--- src/rtl/wb_rr_arbiter.sv ---
`default_nettype none
// ============================================================================
//  Module      : priority_encoder
//  Description : Combinational priority encoder. Reports whether any input
//                bit is set and the index of the highest-priority set bit.
//                LSB_HIGH_PRIORITY=1 makes bit 0 win, otherwise the MSB wins.
//  Ports       : i_unencoded  [WIDTH]          input bit vector
//                o_valid      [1]              any bit set
//                o_encoded    [$clog2(WIDTH)]  index of winning bit (0 if none)
//  Revision    : 1.0  initial release
// ============================================================================
module priority_encoder #(
    parameter int WIDTH             = 4,
    parameter int LSB_HIGH_PRIORITY = 0
) (
    input  logic [WIDTH-1:0]         i_unencoded,
    output logic                     o_valid,
    output logic [$clog2(WIDTH)-1:0] o_encoded
);

    localparam int c_idx_w = $clog2(WIDTH);

    always_comb begin
        o_valid   = 1'b0;
        o_encoded = '0;
        for (int i = 0; i < WIDTH; i++) begin
            if (LSB_HIGH_PRIORITY != 0) begin
                // first set bit from the bottom wins
                if (i_unencoded[i] && !o_valid) begin
                    o_valid   = 1'b1;
                    o_encoded = c_idx_w'(i);
                end
            end else begin
                // scanning upward, the last set bit (highest index) wins
                if (i_unencoded[i]) begin
                    o_valid   = 1'b1;
                    o_encoded = c_idx_w'(i);
                end
            end
        end
    end

endmodule

// ============================================================================
//  Module      : wb_rr_arbiter
//  Description : Registered N-port Wishbone bus arbiter. Fixed-priority or
//                round-robin selection, optional grant hold until release
//                (on acknowledge or on request drop).
//  Ports       : clk            [1]              clock, rising edge
//                rst            [1]              async active-high reset
//                request        [PORTS]          per-port request level
//                acknowledge    [PORTS]          per-port release pulse
//                grant          [PORTS]          registered one-hot grant
//                grant_valid    [1]              registered, grant nonzero
//                grant_encoded  [$clog2(PORTS)]  registered grant index
//  Revision    : 1.0  initial release
// ============================================================================
module wb_rr_arbiter #(
    parameter int PORTS                = 4,
    parameter int ARB_TYPE_ROUND_ROBIN = 1,
    parameter int ARB_BLOCK            = 1,
    parameter int ARB_BLOCK_ACK        = 1,
    parameter int LSB_HIGH_PRIORITY    = 0
) (
    input  logic                     clk,
    input  logic                     rst,
    input  logic [PORTS-1:0]         request,
    input  logic [PORTS-1:0]         acknowledge,
    output logic [PORTS-1:0]         grant,
    output logic                     grant_valid,
    output logic [$clog2(PORTS)-1:0] grant_encoded
);

    localparam int c_idx_w = $clog2(PORTS);

    logic [PORTS-1:0]   r_grant;
    logic               r_grant_valid;
    logic [c_idx_w-1:0] r_grant_encoded;
    logic [PORTS-1:0]   r_mask;

    logic [PORTS-1:0]   w_masked_req;
    logic               w_raw_valid;
    logic               w_masked_valid;
    logic [c_idx_w-1:0] w_raw_idx;
    logic [c_idx_w-1:0] w_masked_idx;
    logic [c_idx_w-1:0] w_win;
    logic               w_release;
    logic               w_arbitrate;
    logic               w_update_mask;
    logic               w_valid_next;
    logic [c_idx_w-1:0] w_enc_next;
    logic [PORTS-1:0]   w_grant_next;
    logic [PORTS-1:0]   w_mask_next;

    assign w_masked_req = request & r_mask;

    priority_encoder #(
        .WIDTH             (PORTS),
        .LSB_HIGH_PRIORITY (LSB_HIGH_PRIORITY)
    ) u_enc_raw (
        .i_unencoded (request),
        .o_valid     (w_raw_valid),
        .o_encoded   (w_raw_idx)
    );

    priority_encoder #(
        .WIDTH             (PORTS),
        .LSB_HIGH_PRIORITY (LSB_HIGH_PRIORITY)
    ) u_enc_masked (
        .i_unencoded (w_masked_req),
        .o_valid     (w_masked_valid),
        .o_encoded   (w_masked_idx)
    );

    // Mask for the next round: only ports strictly "after" the winner in
    // priority order stay eligible. An empty mask makes the next arbitration
    // fall back to the raw requests, which gives the wrap-around.
    for (genvar gi = 0; gi < PORTS; gi++) begin : g_mask_bits
        if (LSB_HIGH_PRIORITY != 0) begin : g_lsb
            assign w_mask_next[gi] = (c_idx_w'(gi) > w_win);
        end else begin : g_msb
            assign w_mask_next[gi] = (c_idx_w'(gi) < w_win);
        end
    end

    // Only the granted port's bit is ever looked at; acknowledges on other
    // ports, or while idle, have no effect.
    assign w_release = (ARB_BLOCK_ACK != 0) ? acknowledge[r_grant_encoded]
                                            : ~request[r_grant_encoded];

    always_comb begin
        w_win         = w_raw_idx;
        w_arbitrate   = 1'b1;
        w_update_mask = 1'b0;
        w_valid_next  = r_grant_valid;
        w_enc_next    = r_grant_encoded;

        if ((ARB_TYPE_ROUND_ROBIN != 0) && w_masked_valid) begin
            w_win = w_masked_idx;
        end

        if (ARB_BLOCK != 0) begin
            w_arbitrate = !r_grant_valid || w_release;
        end

        if (w_arbitrate) begin
            w_valid_next = w_raw_valid;
            w_enc_next   = w_raw_valid ? w_win : '0;
            if (ARB_BLOCK != 0) begin
                w_update_mask = w_raw_valid;
            end else begin
                // re-arbitrating every cycle: rotate only on a real change
                w_update_mask = w_raw_valid &&
                                (!r_grant_valid || (w_win != r_grant_encoded));
            end
        end

        w_grant_next = w_valid_next ? (PORTS'(1) << w_enc_next) : '0;
    end

    always_ff @(posedge clk or posedge rst) begin
        if (rst) begin
            r_grant         <= '0;
            r_grant_valid   <= 1'b0;
            r_grant_encoded <= '0;
            r_mask          <= '1;
        end else begin
            r_grant         <= w_grant_next;
            r_grant_valid   <= w_valid_next;
            r_grant_encoded <= w_enc_next;
            if (w_update_mask) begin
                r_mask <= w_mask_next;
            end
        end
    end

    assign grant         = r_grant;
    assign grant_valid   = r_grant_valid;
    assign grant_encoded = r_grant_encoded;

endmodule
`default_nettype wire
--- config.mk ---
export PLATFORM = sky130hd
export DESIGN_NAME = wb_rr_arbiter
export DESIGN_NICKNAME = d
export VERILOG_FILES = /design/src/rtl/wb_rr_arbiter.sv
export SDC_FILE = /design/constraint.sdc
export NUM_CORES = 1
export LEC_CHECK = 0
export ABC_AREA = 1
export ABC_CLOCK_PERIOD_IN_PS = 1900
export CORE_AREA = 2 2 39 41
export DETAILED_ROUTE_END_ITERATION = 10
export DIE_AREA = 0 0 41 43
export GPL_TIMING_DRIVEN = 0
export HOLD_SLACK_MARGIN = 0.1
export PLACE_DENSITY = 0.84
export SLEW_MARGIN = 15
export SYNTH_ARGS = -nofsm -noshare
export SYNTH_HDL_FRONTEND = slang
export SYNTH_SLANG_ARGS = --single-unit
export TNS_END_PERCENT = 50
--- constraint.sdc ---
create_clock -name clk -period 1.9 [get_ports clk]
set_input_delay 0.285 -clock clk [delete_from_list [all_inputs] [get_ports clk]]
set_output_delay 0.285 -clock clk [all_outputs]
set_load 0.02 [all_outputs]
==> impl_metrics.tcl, run 1 <==
set metrics [dict create \
    post_cts_resized 0 \
    crit_chain "clkdlybuf4s50_1" \
    r2r_start "r_mask[1]" \
    avgRoutedWirePerCell_um 9.548 \
    grt_max_degree 12 \
    layout.nets 99 \
    end_kind "output port" \
    num-fill-cells 125 \
    io_buffers 16 \
    cap_violations 0 \
    syn_avg_cell_area_um2 8.188 \
    startpoint_type "flop" \
    whs_ps 311.7 \
    maxSlewViolCount 0 \
    rr_worst_depth 5 \
    yosys_register_bits 11 \
    drtAntennaViolNets 0 \
    crit_start "grant_valid" \
    syn_nets 78 \
    routed_wl_um 993 \
    final_hold_viol_count 0 \
    grt_pass1_wl_um 1766 \
    first_global_vias 477 \
    postCtsSetupBuffers 0 \
    crit_path_max_incr_delay_ps 630 \
    period_needed_ps 1596 \
    n_antenna_cell 0 \
    intPower_w 0.0006794 \
    status "finished clean" \
    p_per_area_nw_per_um2 1523 \
    grt_antenna_before_repair 0 \
    start_util 0.4024 \
    cts_buffers 3 \
    ys_seq_area_frac 0.5034 \
    num_rows 14 \
    io-pin-count 17 \
    max_slew_margin 0.7312 \
    fin_setup_tns_ps 0 \
    crit_fanout 4 \
    min_period_over_period 0.8401 \
    worstReg2RegEnd "grant[3]" \
    cts_max_level 1 \
    overflow 0 \
    cp.arrival_ps 1310 \
    cts_buffer_depth 2 \
    cts-root-buf "clkbuf_4" \
    num_vias 481 \
    grtUsageTotal 0.1499 \
    clk_pin_slew_ps 60 \
    fin_util 0.5515 \
    dp_hpwl_um 810 \
    critical_path_class "reg -> out" \
    final-setup-viol-count 0 \
    power_frac_comb 0.530 \
    p_leak_nw 0.3843 \
    ys_types 17 \
    ir_drop_mv 0.8269 \
    p_seq_frac 0.342 \
    chipWidth_um 41 \
    dr.pass1.iters 4 \
    switching_power_w 0.0004831 \
    critical_path_depth 1 \
    cp_top_family "buffers and inverters" \
    crit_end "grant_valid" \
    rsz0062_at_grt "false" \
    timing.fmax_ghz 0.6265 \
    clk_latency_ps 250 \
    critPathRequiredTime_ps 1620 \
    drc 0 \
    area_growth_pct 37.08 \
    coreArea_um2 1384 \
    hold_buffers 0 \
    drive_gt1_frac 0.1705 \
    die_h_um 43 \
    power_frac_clock 0.128 \
    ys.warnings.count 0 \
    critical_path_buf_inv_count 1 \
    viasPerCell 4.625 \
    tightest_slew_ps 402.7 \
    tritoncts "yes" \
    place.gp.congestion 0.7673 \
    fin_worst_skew_ps 2.376 \
    cts_sinks 11 \
    hold_path_class "in -> async" \
    syn_inst 68 \
    synth_area_um2 556.8 \
    switching_share 0.4156 \
    fp.dieArea_um2 1763 \
    reg2reg_setup_slack_ps 600 \
    drtIter0Drc 1 \
    slowest_stage "clkdlybuf4s50_1" \
]
==> synth_stat cells (all sizes together) <==
cell type,number,area (um2)
nand2,23,96.34
dfrtp,7,175.2
a21boi,1,7.510
nor2,11,43.80
o21bai,2,15.01
o21a,1,7.510
inv,9,33.78
dfstp,4,105.1
nor3,1,5.000
nand4,1,6.260
o21ai,2,13.76
nand3,6,47.55
==> stage by stage <==
stage	area [um2]	power [W]	worst slack [ps]	instances
floorplan	556.8	0.0008186	623.8	68
global placement	737.0	0.001011	303.1	100
detailed placement	737.0	0.001019	316.7	100
CTS	763.2	0.001176	293.9	104
global route	763.2	0.001270	226.4	104
finish	763.2	0.001163	303.8	104
==> registers in the layout, indices dropped and copies added (netlist names) <==
signal and flops:
grant 4, r_mask 4, grant_valid 1, grant_encoded 2
==> cells by family (layout without fill, tap and decap cells) <==
group	count (synthesis)	in the layout	synth area share
compound gates	6	6	0.07865
simple gates	42	42	0.3573
flops	11	11	0.5034
buf+inv	9	29	0.06067
==> how the worst min path moves through the flow <==
stage | from | end | slack [ps] | depth (start not counted)
after floorplan | rst | grant[0] | 130 | 1
after global placement | r_mask[2] | r_mask[2] | 460 | 2
after detailed placement | r_mask[1] | r_mask[1] | 460 | 2
after CTS | rst | grant[0] | 310 | 2
after global routing | rst | grant[0] | 340 | 2
final | rst | grant[0] | 310 | 2
==> power by group through the flow <==
stage,clock network (W),logic (W),registers [W]
2_1_floorplan,0,0.000353,0.000466
3_3_place_gp,0,0.000610,0.000401
3_5_place_dp,0,0.000619,0.000401
4_1_cts,0.000155,0.000622,0.000399
5_1_grt,0.000168,0.000694,0.000408
6_report,0.000149,0.000616,0.000398
==> metal layers <==
layer  GRT usage  up-vias  part of all wire
met5           0        -                 0
met4      0.1000        0             0.017
met3     0.03141        2             0.033
met2      0.2281        6              0.49
met1      0.1799      215              0.45
li1            -      258                 -
==> cells in the final DEF (no fill, tap or decap) <==
cell type / instances
o21ai_2: 1
o21ai_0: 1
nand3_2: 1
dfstp_2: 4
nand3_4: 1
a21boi_0: 1
nor2_1: 10
nand4_1: 1
nor3_1: 1
dfrtp_1: 7
nand2_1: 19
clkdlybuf4s50_1: 16
nand3_1: 4
nand2_2: 4
o21a_1: 1
inv_1: 9
clkbuf_4: 3
clkbuf_1: 1
nor2_2: 1
o21bai_1: 2
==> area by class of cell <==
class / instances / area, um2 / share of cell area
clock buffers: 4 / 26.28 / 0.03443
inverters: 9 / 33.78 / 0.04426
multi-input cells: 48 / 242.7 / 0.3180
flip-flops and latches: 11 / 280.3 / 0.3672
well taps: 16 / 20.02 / 0.02623
repair buffers: 16 / 160.2 / 0.2098
(Power assumes the default switching activity.)
==> run 2: changes to the inputs <==
--- a/config.mk
+++ b/config.mk
@@ -6,7 +6,7 @@
 export NUM_CORES = 1
 export LEC_CHECK = 0
 export ABC_AREA = 1
-export ABC_CLOCK_PERIOD_IN_PS = 1900
+export ABC_CLOCK_PERIOD_IN_PS = 1470
 export CORE_AREA = 2 2 39 41
 export DETAILED_ROUTE_END_ITERATION = 10
 export DIE_AREA = 0 0 41 43
==> constraint.sdc (replaced) <==
create_clock -name clk -period 1.47 [get_ports clk]
set_input_delay 0.2205 -clock clk [delete_from_list [all_inputs] [get_ports clk]]
set_output_delay 0.2205 -clock clk [all_outputs]
set_load 0.02 [all_outputs]
==> run 2 against run 1 <==
Worst setup slack lost 240 ps. Combinational power grew 26%. Sequential power grew 29%. Flip-flop and latch count is the same. Critical path type unchanged. Non-clock buffer count is the same. Critical path depth is the same. Clock skew is the same. Clock power grew 29%. Sequential share of layout area grew 0.18 points. Final cell count is the same.
==> impl_metrics.tcl, run 2 (synthesis gave the netlist of run 1 again) <==
set metrics [dict create \
    status "finished clean" \
    drc 0 \
    cts_sinks 11 \
    period_needed_ps 1408 \
    grt_max_degree 12 \
    crit_end "grant[0]" \
    postCtsSetupBuffers 0 \
    io-pin-count 17 \
    fin_worst_skew_ps 2.376 \
    viasPerCell 4.625 \
    grt_pass1_wl_um 1766 \
    chipWidth_um 41 \
    overflow 0 \
    hold_path_class "in -> async" \
    tightest_slew_ps 402.7 \
    tritoncts "yes" \
    coreArea_um2 1384 \
    ir_drop_mv 1.052 \
    cap_violations 0 \
    startpoint_type "flop" \
    crit_chain "clkdlybuf4s50_1" \
    drive_gt1_frac 0.1705 \
    critical_path_depth 1 \
    cts_max_level 1 \
    num-fill-cells 122 \
    cts_buffers 3 \
    grt_antenna_before_repair 0 \
    p_per_area_nw_per_um2 1951 \
    critPathRequiredTime_ps 1250 \
    cts-root-buf "clkbuf_4" \
    critical_path_class "reg -> out" \
    reg2reg_setup_slack_ps 170 \
    layout.nets 99 \
    crit_start "grant[0]" \
    final_hold_viol_count 0 \
    io_buffers 16 \
    grtUsageTotal 0.1499 \
    routed_wl_um 993 \
    dpl_cell_area_um2 737.0 \
    cp_top_family "buffers and inverters" \
    start_util 0.4024 \
    fp.dieArea_um2 1763 \
    n_antenna_cell 0 \
    timing.fmax_ghz 0.7102 \
    fin_setup_tns_ps 0 \
    dr.pass1.iters 4 \
    min_period_over_period 0.9579 \
    post_cts_resized 3 \
    stdcell_count 104 \
    drtAntennaViolNets 0 \
    r2r_start "r_mask[1]" \
    max_slew_margin 0.7312 \
    crit_fanout 1 \
    clk_pin_slew_ps 60 \
    crit_path_max_incr_delay_ps 600 \
    p_leak_nw 0.3868 \
    critical_path_buf_inv_count 1 \
    place.gp.congestion 0.7673 \
    layout_common_cells "nand2_1 (19), clkdlybuf4s50_1 (13), nor2_1 (10)" \
    layout_commonest_cell "nand2_1" \
    final-setup-viol-count 0 \
    avgRoutedWirePerCell_um 9.548 \
    cp.arrival_ps 1190 \
    num_rows 14 \
    cts_buffer_depth 2 \
    first_global_vias 477 \
    slowest_stage "clkdlybuf4s50_1" \
    end_kind "output port" \
    worstReg2RegEnd "grant[3]" \
    clk_latency_ps 250 \
    dp.cells 100 \
    drtIter0Drc 1 \
    rsz0062_at_grt "false" \
    area_growth_pct 36.40 \
    dp_hpwl_um 810 \
    rr_worst_depth 5 \
    die_h_um 43 \
    num_vias 481 \
    hold_buffers 0 \
    fin_area_um2 759.5 \
    maxSlewViolCount 0 \
]
## run 2: cell types whose count changed in the layout (fill, tap and decap cells not counted)
cell,previous run,this run
clkdlybuf4s50_1,16,13
dlygate4sd2_1,0,3
## run 2: final cells by class
class | instances | area, um2 | area share
Clock buffer | 4 | 26.28 | 0.03460
Inverter | 9 | 33.78 | 0.04448
Multi-Input combinational cell | 48 | 242.7 | 0.3196
Sequential cell | 11 | 280.3 | 0.3690
Tap cell | 16 | 20.02 | 0.02636
Timing Repair Buffer | 16 | 156.4 | 0.2059
## run 2: per-layer routing
layer | vias up | routed length, um | global-route usage
met5 | - | 0 | 0
li1 | 258 | - | -
met4 | 0 | 17 | 0.1000
met3 | 2 | 34 | 0.03141
met2 | 6 | 491 | 0.2281
met1 | 215 | 451 | 0.1799
## run 2: where the power goes
group	switching (W)	total [W]	internal [W]
clock	0.0000876	0.000192	0.000105
sequential	0.0000645	0.000513	0.000449
combinational	0.000471	0.000776	0.000305
total	0.000623	0.00148	0.000858
## run 2: per-stage QoR
stage	worst slack (ps)	total power [W]	util	hold WS [ps]
after floorplan	193.8	0.001058	-	70.08
after global placement	-62.36	0.001306	0.5326	456.2
after global routing	22.99	0.001621	0.5488	276.1
after CTS	49.42	0.001499	0.5488	248.1
final	61.95	0.001482	0.5488	247.2
after detailed placement	-48.81	0.001318	0.5326	463.0
## run 2: worst min path at each step
| stage | endpoint | slack [ps] | depth (start not counted) |
|---|---|---|---|
| final | grant[0] | 250 | 2 |
| after detailed placement | r_mask[1] | 460 | 2 |
| after global routing | grant[0] | 280 | 2 |
| after global placement | r_mask[2] | 460 | 2 |
| after floorplan | grant[0] | 70 | 1 |
| after CTS | grant[0] | 250 | 2 |
==> run 3: changes to the inputs <==
--- a/config.mk
+++ b/config.mk
@@ -7,6 +7,7 @@
 export LEC_CHECK = 0
 export ABC_AREA = 1
 export ABC_CLOCK_PERIOD_IN_PS = 1470
+export CAP_MARGIN = 15
 export CORE_AREA = 2 2 39 41
 export DETAILED_ROUTE_END_ITERATION = 10
 export DIE_AREA = 0 0 41 43
==> results of run 3 <==
No change in the layout: final DEF, timing and power equal those of run 2.
